==> src/rtl/fetch_unit.sv <==
// rtl/fetch_unit.sv - instruction fetch stage: PC, imem req/ack fetch, instruction register and field decode
module fetch_unit #(
    parameter logic [31:0] RESET_PC = 32'h0000_0000,
    parameter int unsigned PC_STEP  = 4
) (
    input  logic        CLK,
    input  logic        RST_N,
    output logic        imem_req,
    output logic [31:0] imem_addr,
    input  logic        imem_ack,
    input  logic [31:0] imem_rdata,
    input  logic        instr_ready,
    input  logic        PCSrc,
    input  logic [31:0] Result,
    output logic        instr_valid,
    output logic [31:0] Instr,
    output logic [3:0]  Cond,
    output logic [1:0]  Op,
    output logic [5:0]  Funct,
    output logic [3:0]  Rn,
    output logic [3:0]  Rd,
    output logic [3:0]  Rm,
    output logic [31:0] PCPlus8,
    output logic [31:0] retired_cnt,
    output logic        misalign_err
);

    typedef enum logic [1:0] {
        ST_IDLE = 2'd0,
        ST_REQ  = 2'd1,
        ST_HOLD = 2'd2
    } state_t;

    state_t      state_q, state_d;
    logic [31:0] pc_q, pc_d;
    logic [31:0] instr_q, instr_d;
    logic        valid_q, valid_d;
    logic [31:0] retired_q, retired_d;
    logic        misalign_q, misalign_d;

    always_ff @(posedge CLK or negedge RST_N) begin
        if (!RST_N) begin
            state_q    <= ST_IDLE;
            pc_q       <= RESET_PC;
            instr_q    <= 32'h0;
            valid_q    <= 1'b0;
            retired_q  <= 32'h0;
            misalign_q <= 1'b0;
        end else begin
            state_q    <= state_d;
            pc_q       <= pc_d;
            instr_q    <= instr_d;
            valid_q    <= valid_d;
            retired_q  <= retired_d;
            misalign_q <= misalign_d;
        end
    end

    always_comb begin
        state_d    = state_q;
        pc_d       = pc_q;
        instr_d    = instr_q;
        valid_d    = valid_q;
        retired_d  = retired_q;
        misalign_d = misalign_q;
        unique case (state_q)
            ST_IDLE: state_d = ST_REQ;
            ST_REQ: begin
                if (imem_ack) begin
                    instr_d = imem_rdata;
                    valid_d = 1'b1;
                    state_d = ST_HOLD;
                end
            end
            ST_HOLD: begin
                if (instr_ready) begin
                    // Branch targets are word-aligned by dropping Result[1:0]; the drop is flagged.
                    if (PCSrc) begin
                        pc_d = {Result[31:2], 2'b00};
                        if (Result[1:0] != 2'b00) misalign_d = 1'b1;
                    end else begin
                        pc_d = pc_q + 32'(PC_STEP);
                    end
                    retired_d = retired_q + 32'd1;
                    valid_d   = 1'b0;
                    state_d   = ST_REQ;
                end
            end
            default: state_d = ST_IDLE;
        endcase
    end

    // Request is decoded from state so it falls as soon as reset clears the state register.
    assign imem_req     = (state_q == ST_REQ);
    assign imem_addr    = pc_q;
    assign instr_valid  = valid_q;
    assign Instr        = instr_q;
    assign Cond         = instr_q[31:28];
    assign Op           = instr_q[27:26];
    assign Funct        = instr_q[25:20];
    assign Rn           = instr_q[19:16];
    assign Rd           = instr_q[15:12];
    assign Rm           = instr_q[3:0];
    assign PCPlus8      = pc_q + 32'd8;
    assign retired_cnt  = retired_q;
    assign misalign_err = misalign_q;

endmodule

==> config.mk <==
export PLATFORM = sky130hd
export DESIGN_NAME = fetch_unit
export DESIGN_NICKNAME = d
export VERILOG_FILES = /design/src/rtl/fetch_unit.sv
export SDC_FILE = /design/constraint.sdc
export NUM_CORES = 1
export LEC_CHECK = 0
export CAP_MARGIN = 0
export CORE_UTILIZATION = 40
export DETAILED_ROUTE_END_ITERATION = 16
export GPL_ROUTABILITY_DRIVEN = 0
export GPL_TIMING_DRIVEN = 0
export PLACE_DENSITY = 0.75
export SLEW_MARGIN = 40
export SYNTH_ARGS = -nofsm -noshare
export SYNTH_HDL_FRONTEND = slang
export SYNTH_SLANG_ARGS = --single-unit
==> constraint.sdc <==
create_clock -name CLK -period 2.2 [get_ports CLK]
set_clock_uncertainty 0.05 [all_clocks]
set_input_delay 0.44 -clock CLK [delete_from_list [all_inputs] [get_ports CLK]]
set_output_delay 0.44 -clock CLK [all_outputs]
set_load 0.01 [all_outputs]
==> metrics.cfg <==
[routing]
ant_nets = 0
drt_iter0_markers = 619
drc = 0
wl_per_cell_um = 18.9
via_count = 5834
vias_per_cell = 5.66
routed_wl_mm = 19.5
drtPass1Iterations = 7

[critical_path]
setup.worst_path.class = reg -> out
cp_cell_sequence = buf_6 -> buf_6 -> nand4_4 -> nor4_4 -> buf_6 -> buf_6 -> nand3_2 -> xnor2_1 -> buf_2
startpoint_type = flop
endpoint_kind = primary output
r2r_start = imem_addr[3]$_DFFE_PN0P_
crit_top_cell = buf_6
critical_path.slowest_cell = dfrtp_1
reg2reg_slack_ns = -0.06
startpoint = imem_addr[13]$_DFFE_PN0P_
cpLargestDelayFamily = buffers and inverters
cp.arrival_ns = 2.07
cp_max_fo = 5
slowest_delay_ns = 0.38
r2r_cells = 8
path_depth = 9
cp_num_buf_inv = 5
required_ns = 1.71

[yosys]
yosys-top-cells-area = dfrtp_1, xnor2_1, mux2_2
syn_inst = 566
ys.warnings.count = 0
async_reset_ff_share_pct = 100
synth.cell_area_sq_um = 5630
yosysSeqAreaShare_pct = 43.6
synth-main-ff-cell = dfrtp_1
synth_top_cell_by_area = dfrtp_1
yosysMostFrequentCell = dfrtp_1
synth-edff-count = 0
synth_common_cells = dfrtp_1, xnor2_1, nand3_1
ys_seq_elements = 98
yosysUniqueCellTypes = 52
yosysTopAreaCellShare_pct = 43.6
post_synth.cell_area_avg_sq_um = 9.94

[flow_run]
maxCapViolations = 0

[cts]
clkLatencyLatePin_ns = 0.35
path_clk_slew_ns = 0.08
cts_root_buf = clkbuf_16
cts_buffer_depth = 2
clock_sinks = 98
numCtsBuffers = 9
htreeDepth = 3
cts_tree = built

[final_layout]
layout.nets = 922
nFillCells = 1022
fin_cells = 1031
antenna_cells_inserted = 0
syn_to_final_growth_pct = 62.8
drive_above_1_share_pct = 28.2

[floorplanning]
start_util_pct = 41.7
die-width_um = 121
core_area_sq_um = 13500
io_pins = 224
die-area_sq_um = 14500
die_y_um = 121
fp-row-count = 42

[min_path]
whs_path_depth = 1
hold_path_class = reg -> reg
hp-start = retired_cnt[31]$_DFFE_PN0P_

[sta]
timing.final.ws_setup_ns = -0.365
max_freq_mhz = 390
fin_crit_sh_pct = 117
min_period_ns = 2.56
worst_pin_slew_ns = 0.723
tns_ns = -5.28
slew_headroom_pct = 51.8
fin_hold_ws_ns = 0.430
setup_viol = 21
rsz0062_at_grt = true
drv_slew = 0
finalHoldViolCount = 0

[placed_design]
dp.cells = 964
numPortBuffers = 218
hpwlAfterDp_mm = 13.2

[global_route]
grt_max_degree = 64
antenna_found_initial = 0
grt_pass1_wl_mm = 29.9
grt_pass1_vias = 5770
gr-usage-all-layers_pct = 26.3
grt-ovfl-total = 0

[power_and_ir_drop]
intPower_mw = 6.40
pwr-share-seq_pct = 29.5
design_power_total_mw = 10.0
clockPowerShare_pct = 16.8
p_sw_mw = 3.63
cellPowerDensity_nw_per_um2 = 1090
p_sw_share_pct = 36.2
power.leakage_nw = 3.90
p_comb_share_pct = 53.7
ir_drop_uv = 933

[run_status]
violations = negative setup slack
status = complete, but fails checks

==> layout make-up <==
| cell class | count | area, sq um | area share, % |
|---|---|---|---|
| plain buffers | 68 | 484 | 5.28 |
| clock buffers | 9 | 225 | 2.46 |
| clock inverters | 7 | 93.8 | 1.02 |
| inverters | 9 | 33.8 | 0.369 |
| multi-input cells | 389 | 3070 | 33.5 |
| flip-flops and latches | 98 | 2470 | 26.9 |
| well taps | 176 | 220 | 2.40 |
| repair buffers | 275 | 2570 | 28.1 |
==> cell usage in the layout (no fill, tap or decap), types with 12 or more instances in the layout <==
cell             Yosys  routed
nor2_1              25      23
nor3_1              18      16
buf_2               16      26
buf_4               29      72
xor2_1              14      13
a21oi_1             13      13
o21ai_0             21      21
mux2_2              32      32
buf_6                0      22
dfrtp_2              0      12
and3_1              15      14
clkdlybuf4s50_1      0     190
clkbuf_1            24      17
nand2_1             29      22
nand4_1             34      34
dfrtp_1             98      86
nand3_1             39      29
xnor2_1             44      36
==> layer usage <==
layer,global-route usage (%),routed length (um),up-vias
met5,1.10,0,-
met4,13.0,624,0
met3,6.51,1760,69
met2,43.2,9530,378
met1,31.9,7570,2793
li1,-,-,2594
==> power by group through the flow <==
stage | clock network [mW] | registers [mW] | logic [mW]
after floorplan | 0 | 3.04 | 2.08
after global placement | 0 | 2.85 | 4.71
after detailed placement | 0 | 2.89 | 4.78
after CTS | 1.73 | 2.93 | 5.10
after global routing | 1.81 | 3.05 | 5.71
final | 1.68 | 2.96 | 5.39
==> kinds of logic (layout without fill, tap and decap cells) <==
family | count (synthesis) | count (layout) | synth area share, %
buffers and inverters | 82 | 368 | 7.83
and+or+nand+nor | 214 | 214 | 22.9
DFF | 98 | 98 | 43.6
muxes | 36 | 36 | 7.11
AOI/OAI and AO/OA | 74 | 74 | 8.80
adders and majority gates | 3 | 3 | 0.667
xor gates and xnor gates | 58 | 58 | 9.03
other | 1 | 4 | 0.0666
==> metrics by stage <==
stage,area (sq um),setup WS (ns),utilization (%)
global route,9160,-0.462,67.8
floorplan,5660,0.0313,-
finish,9160,-0.365,67.8
detailed placement,8090,-0.847,59.9
global placement,8060,-3.10,59.7
CTS,8880,-0.364,65.7
==> sequential cells by signal, indices dropped and copies added, names as in the netlist <==
name / flops
state_q: 2
imem_addr: 30
instr_valid: 1
Instr: 32
retired_cnt: 32
misalign_err: 1
==> timing repair <==
| item | CTS | global route |
|---|---|---|
| setup buffers | 36 | 20 |
| gates cloned | 1 | 0 |
| pin swaps | 22 | 19 |
| hold endpoints to repair | 35 | 0 |
| endpoints found under the setup margin | 32 | 42 |
| hold buffers | 1 | 0 |
| resized for setup | 173 | 40 |
==> path summary, 6_finish.rpt <==
kind | end
setup / recovery | PCPlus8[27]
hold / removal | retired_cnt[31]$_DFFE_PN0P_
setup reg to reg | imem_addr[22]$_DFFE_PN0P_
hold reg to reg | retired_cnt[31]$_DFFE_PN0P_
max in group asynchronous | imem_addr[21]$_DFFE_PN0P_
min in group asynchronous | Instr[30]$_DFFE_PN0P_
==> worst register-to-register path, cell delays in order (launching register included) <==
cell	delay (ns)
dfrtp_2	0.41
buf_6	0.12
buf_4	0.10
ha_1	0.21
nand4_1	0.23
nor4_2	0.34
clkbuf_4	0.31
nand4_1	0.12
a211oi_1	0.26
Power figures use the tool's default switching activity.
